==> config.mk <==
export PLATFORM = sky130hd
export DESIGN_NAME = psec5_spi_sequencer
export DESIGN_NICKNAME = d
export VERILOG_FILES = /design/src/rtl/psec5_spi_pkg.sv /design/src/rtl/psec5_phase_timer.sv /design/src/rtl/psec5_spi_sequencer.sv
export SDC_FILE = /design/constraint.sdc
export NUM_CORES = 1
export LEC_CHECK = 0
export ABC_AREA = 1
export BUFFER_PORTS_ARGS = -buffer_cell sky130_fd_sc_hd__buf_2
export CAP_MARGIN = 40
export CORE_MARGIN = 4
export CORE_UTILIZATION = 50
export CTS_CLUSTER_DIAMETER = 60
export CTS_CLUSTER_SIZE = 24
export DETAILED_ROUTE_END_ITERATION = 8
export PLACE_DENSITY_LB_ADDON = 0.12
export SLEW_MARGIN = 20
export SYNTH_ARGS = -nofsm -noshare
export SYNTH_HDL_FRONTEND = slang
export SYNTH_SLANG_ARGS = --single-unit
==> constraint.sdc <==
create_clock -name clk -period 4.9 [get_ports clk]
set_clock_uncertainty 0.05 [all_clocks]
set_input_delay 0.98 -clock clk [delete_from_list [all_inputs] [get_ports clk]]
set_output_delay 0.98 -clock clk [all_outputs]
set_load 0.1 [all_outputs]
==> src/rtl/psec5_spi_pkg.sv <==
// Shared types and constants for the PSEC5 SPI host sequencer.
// Register map addresses match the on-chip slave decode.
package psec5_spi_pkg;

  typedef enum logic [2:0] {
    ST_CHIP_RST,
    ST_IDLE,
    ST_BIT_LA,
    ST_BIT_HI,
    ST_BIT_LB,
    ST_FETCH,
    ST_ICLK_HI,
    ST_ICLK_LO
  } seq_state_t;

  localparam int BYTE_BITS         = 8;
  localparam int ICLK_RESET_PULSES = 8;

  localparam logic [7:0] PSEC5_ADDR_TCM      = 8'd1;
  localparam logic [7:0] PSEC5_ADDR_INST     = 8'd2;
  localparam logic [7:0] PSEC5_ADDR_MODE     = 8'd3;
  localparam logic [7:0] PSEC5_ADDR_RD_FIRST = 8'd4;
  localparam logic [7:0] PSEC5_ADDR_RD_LAST  = 8'd59;

endpackage

==> src/rtl/psec5_phase_timer.sv <==
// Half-phase timer: restart loads HALF_DIV-1, expire pulses once on the
// last cycle of the phase. Shared by the sclk bit phases and iclk pulses.
module psec5_phase_timer #(
  parameter int HALF_DIV = 4
) (
  input  logic clk,
  input  logic rst,
  input  logic restart,
  output logic expire
);

  localparam int CW = $clog2(HALF_DIV);

  logic [CW-1:0] cnt_reg;
  logic          run_reg;

  always_ff @(posedge clk) begin
    if (rst) begin
      cnt_reg <= '0;
      run_reg <= 1'b0;
    end else if (restart) begin
      cnt_reg <= CW'(HALF_DIV - 1);
      run_reg <= 1'b1;
    end else if (run_reg) begin
      if (cnt_reg == '0) run_reg <= 1'b0;
      else               cnt_reg <= cnt_reg - 1'b1;
    end
  end

  assign expire = run_reg && (cnt_reg == '0);

endmodule

==> src/rtl/psec5_spi_sequencer.sv <==
// Host-side master for the PSEC5 SPI slave: address byte, cmd_len full-duplex
// data bytes, then an 8-pulse iclk frame reset. All chip pins come from flops.
module psec5_spi_sequencer
  import psec5_spi_pkg::*;
#(
  parameter int HALF_DIV = 4,
  parameter int LEN_W    = 6,
  parameter int RST_HOLD = 16
) (
  input  logic             clk,
  input  logic             rst,
  input  logic             cmd_valid,
  output logic             cmd_ready,
  input  logic [7:0]       cmd_addr,
  input  logic [LEN_W-1:0] cmd_len,
  input  logic [7:0]       wr_data,
  input  logic             wr_valid,
  output logic             wr_ready,
  output logic [7:0]       rd_data,
  output logic             rd_valid,
  output logic             busy,
  output logic             done,
  output logic             sclk,
  output logic             iclk,
  output logic             serial_in,
  input  logic             serial_out,
  output logic             chip_rstn
);

  localparam int RW = $clog2(RST_HOLD + 1);

  seq_state_t       state_reg, state_next;
  logic [7:0]       tx_reg, tx_next, rx_reg, rd_data_reg;
  logic [2:0]       bit_cnt_reg, pulse_cnt_reg;
  logic [LEN_W-1:0] bytes_left_reg;
  logic [RW-1:0]    rst_cnt_reg;
  logic             addr_byte_reg, so_meta_reg, so_sync_reg;
  logic             sclk_reg, iclk_reg, serial_in_reg, chip_rstn_reg;
  logic             rd_valid_reg, done_reg;
  logic             expire, accept, wr_take, bit_end, byte_end;

  // Every timed phase is entered through a state change, so that alone restarts the timer.
  psec5_phase_timer #(.HALF_DIV(HALF_DIV)) u_timer (
    .clk     (clk),
    .rst     (rst),
    .restart (state_next != state_reg),
    .expire  (expire)
  );

  assign accept   = (state_reg == ST_IDLE) && cmd_valid;
  assign wr_take  = (state_reg == ST_FETCH) && wr_valid;
  assign bit_end  = (state_reg == ST_BIT_LB) && expire;
  assign byte_end = bit_end && (bit_cnt_reg == 3'(BYTE_BITS - 1));

  always_comb begin
    state_next = state_reg;
    case (state_reg)
      ST_CHIP_RST: if (rst_cnt_reg == RW'(RST_HOLD)) state_next = ST_IDLE;
      ST_IDLE:     if (cmd_valid) state_next = ST_BIT_LA;
      ST_BIT_LA:   if (expire) state_next = ST_BIT_HI;
      ST_BIT_HI:   if (expire) state_next = ST_BIT_LB;
      ST_BIT_LB: begin
        if (expire) begin
          if (!byte_end)                 state_next = ST_BIT_LA;
          else if (bytes_left_reg != '0) state_next = ST_FETCH;
          else                           state_next = ST_ICLK_HI;
        end
      end
      ST_FETCH:    if (wr_valid) state_next = ST_BIT_LA;
      ST_ICLK_HI:  if (expire) state_next = ST_ICLK_LO;
      ST_ICLK_LO: begin
        if (expire)
          state_next = (pulse_cnt_reg == 3'(ICLK_RESET_PULSES - 1)) ? ST_IDLE : ST_ICLK_HI;
      end
      default:     state_next = ST_CHIP_RST;
    endcase
  end

  always_comb begin
    tx_next = tx_reg;
    if (accept)       tx_next = cmd_addr;
    else if (wr_take) tx_next = wr_data;
    else if (bit_end) tx_next = {tx_reg[6:0], 1'b0};
  end

  always_ff @(posedge clk) begin
    if (rst) begin
      state_reg      <= ST_CHIP_RST;
      tx_reg         <= '0;
      rx_reg         <= '0;
      rd_data_reg    <= '0;
      bit_cnt_reg    <= '0;
      pulse_cnt_reg  <= '0;
      bytes_left_reg <= '0;
      rst_cnt_reg    <= '0;
      addr_byte_reg  <= 1'b0;
      so_meta_reg    <= 1'b0;
      so_sync_reg    <= 1'b0;
      sclk_reg       <= 1'b0;
      iclk_reg       <= 1'b0;
      serial_in_reg  <= 1'b0;
      chip_rstn_reg  <= 1'b0;
      rd_valid_reg   <= 1'b0;
      done_reg       <= 1'b0;
    end else begin
      state_reg   <= state_next;
      tx_reg      <= tx_next;
      so_meta_reg <= serial_out;
      so_sync_reg <= so_meta_reg;
      // Pin levels are registered decodes of the next state, so they never glitch.
      sclk_reg    <= (state_next == ST_BIT_HI);
      iclk_reg    <= (state_next == ST_ICLK_HI);

      if ((state_next == ST_BIT_LA) && (state_reg != ST_BIT_LA))
        serial_in_reg <= tx_next[7];
      else if (state_next inside {ST_ICLK_HI, ST_ICLK_LO, ST_IDLE})
        serial_in_reg <= 1'b0;

      if (state_reg == ST_CHIP_RST) begin
        if (rst_cnt_reg != RW'(RST_HOLD))     rst_cnt_reg   <= rst_cnt_reg + 1'b1;
        if (rst_cnt_reg == RW'(RST_HOLD - 1)) chip_rstn_reg <= 1'b1;
      end

      if (accept) begin
        bytes_left_reg <= cmd_len;
        addr_byte_reg  <= 1'b1;
        bit_cnt_reg    <= '0;
        pulse_cnt_reg  <= '0;
      end
      if (wr_take) bytes_left_reg <= bytes_left_reg - 1'b1;

      if (bit_end) begin
        rx_reg      <= {rx_reg[6:0], so_sync_reg};
        bit_cnt_reg <= bit_cnt_reg + 1'b1;
        if (byte_end) addr_byte_reg <= 1'b0;
      end
      rd_valid_reg <= byte_end && !addr_byte_reg;
      if (byte_end && !addr_byte_reg) rd_data_reg <= {rx_reg[6:0], so_sync_reg};

      if ((state_reg == ST_ICLK_LO) && expire) pulse_cnt_reg <= pulse_cnt_reg + 1'b1;
      done_reg <= (state_reg == ST_ICLK_LO) && (state_next == ST_IDLE);
    end
  end

  assign cmd_ready = (state_reg == ST_IDLE);
  assign busy      = (state_reg != ST_IDLE);
  assign wr_ready  = wr_take;
  assign rd_data   = rd_data_reg;
  assign rd_valid  = rd_valid_reg;
  assign done      = done_reg;
  assign sclk      = sclk_reg;
  assign iclk      = iclk_reg;
  assign serial_in = serial_in_reg;
  assign chip_rstn = chip_rstn_reg;

endmodule

==> flow_summary.ini <==
[setup_path]
cp.required_ps = 3870
cp-end-kind = output port
worstSetupPathType = in -> out
r2r_start = u_timer.cnt_reg[0]
critPathMostFrequentCell = buf_2
worstPathCellList = buf_2 > nand3_2 > clkinv_1 > buf_2
critPathMaxStageDelay_ps = 480
slowest_stage = buf_2
crit_fanout = 13
reg2reg_slack_ps = 2530
reg2reg_depth = 11
regToRegEndpoint = rd_data[5]
worstPathArrival_ps = 1990
critPathLaunchType = input port

[floorplan]
die_y_um = 80.1
io_pins = 44
core-area_um2 = 4880
dieArea_um2 = 6410
row_count = 25
start_util = 0.532
dieWidth_um = 80.1

[min_path]
hp-start = so_meta_reg
hold_class = reg -> reg
hold_depth = 2
holdPathEnd = so_sync_reg

[layout]
syn_to_final_growth_pct = 12.8
final_cells = 455
drive_gt1_frac = 0.193
finalNetCount = 424
num_antenna_cells = 0

[timing]
tightest_slew_ps = 709
fmax_mhz = 331
drv_slew = 0
setup_violations = 0
hold_viol = 0
period_needed_ps = 3020
finalSetupTns_ps = 0
holdWs_ps = 359
slew_headroom = 0.525
rsz0062_at_grt = no
period_share = 0.617

[yosys]
syn_area_um2 = 2600
synth.top_cell.area_share = 0.424
synth_nets = 383
yosysMostFrequentCell = nand2_1
async_flop_share = 0
synthFlopType = dfxtp_1
ys_warn_count = 0
ys_seq_elements = 55
avgSynthCellArea_um2 = 7.51
yosysSeqAreaShare = 0.424
syn_inst = 346
yosys-top-cells-count = nand2_1 (61), nor2_1 (58), dfxtp_1 (55), inv_1 (36), o21ai_0 (26)
netlist_top_cells_area = dfxtp_1 (42%), nand2_1 (8.8%), nor2_1 (8.4%), inv_1 (5.2%), o21ai_0 (5.0%)
synth_edf_count = 0
yosys.area.top_type = dfxtp_1
synth_cell_types = 34

[clocking]
clkLatencyLatePin_ps = 300
cts_tree = done
root_buffer = clkbuf_8
cts_sinks = 55
cts_buffers = 5
cts_resized = 0
cts.clk_slew.worst_paths_ps = 90
post_cts_buffers = 0
htree_num_levels = 2
clockBufferDepth = 2
hold_buffers = 0

[placement]
finalWeightedCongestion = 0.859
dp.cells = 447
dpl.hpwl_um = 3840
port_buffers = 43

[power_and_ir_drop]
powerDensity_nw_per_um2 = 418
power_leakage_uw = 0.00140
max-vdd-ir-drop_mv = 0.307

[grt]
grt_max_degree = 29
track_usage = 0.179
grt_pass1_vias = 2117
grt_overflow_total = 0
antenna_found_initial = 0
grt_pass1_wl_um = 9230

[route]
drt-wirelength-per-cell_um = 11.6
drcViolationCount = 0
antenna_left = 0
wirelength_um = 5270
vias = 2288
drt-initial-drc-count = 122
drtPass1Iterations = 4
vias_per_cell = 5.03

[run]
drv_cap = 0

[status]
status = complete, no violations
==> area by class of cell <==
type	instances	area, um^2
multi-input combinational	240	1290
fill	499	1950
clock inverter	1	5.00
tap	67	83.8
timing repair buffer	43	215
sequential	55	1100
clock buffer	7	76.3
inverter	42	160
==> worst max-delay path by stage <==
stage	startpoint	to	slack, ps
2_1_floorplan	wr_valid	wr_ready	2160
3_3_place_gp	wr_valid	wr_ready	1900
3_5_place_dp	wr_valid	wr_ready	1880
4_1_cts	wr_valid	wr_ready	1880
5_1_grt	state_reg[0]	wr_ready	1770
6_report	wr_valid	wr_ready	1880
==> worst max-delay path, delay by kind of cell <==
kind	cells	cell delay, ps
AND/OR/NAND/NOR	1	170
buffers and inverters	3	840
==> report_power, final <==
part	switching [uW]	internal, uW
Clock	136	101
Sequential	37.2	496
Combinational	319	136
==> placed cells by master, fill, tap and decap left out, types with 2 or more instances in the layout <==
cell | synthesis | layout
a21oi_1 | 20 | 20
a22oi_1 | 6 | 6
a31oi_1 | 6 | 6
buf_2 | 2 | 43
clkbuf_1 | 4 | 2
clkbuf_8 | 0 | 5
clkinv_1 | 2 | 2
dfxtp_1 | 55 | 55
ha_1 | 10 | 10
inv_1 | 36 | 36
inv_2 | 3 | 3
nand2_1 | 61 | 61
nand2_2 | 5 | 5
nand2_4 | 4 | 4
nand3_1 | 13 | 13
nand3_2 | 2 | 2
nor2_1 | 58 | 58
nor2_2 | 6 | 6
nor2_4 | 3 | 3
nor3_1 | 5 | 5
o21ai_0 | 26 | 26
o221ai_1 | 3 | 3
xor2_1 | 4 | 4
==> layer usage <==
metal	track usage	part of all wire	vias up
met5	0	0	-
met4	0.0608	0.014	0
met3	0.0348	0.037	8
met2	0.301	0.47	29
met1	0.227	0.48	1051
li1	-	-	1200
==> through the flow <==
stage / setup slack [ps] / utilization / cell area, um^2 / power (uW)
2_1_floorplan: 2160 / - / 2600 / 914
3_3_place_gp: 1900 / 0.584 / 2850 / 990
3_5_place_dp: 1880 / 0.584 / 2850 / 1000
4_1_cts: 1880 / 0.601 / 2930 / 1240
5_1_grt: 1770 / 0.601 / 2930 / 1320
6_report: 1880 / 0.601 / 2930 / 1230
==> cells by family after synthesis <==
kind of cell,synth area share
buffers and inverters,0.0800
and+or+nand+nor,0.288
xor gates and xnor gates,0.0135
adders and majority gates,0.0482
DFF,0.424
AOI/OAI and AO/OA,0.146
Power figures use the tool's default switching activity.
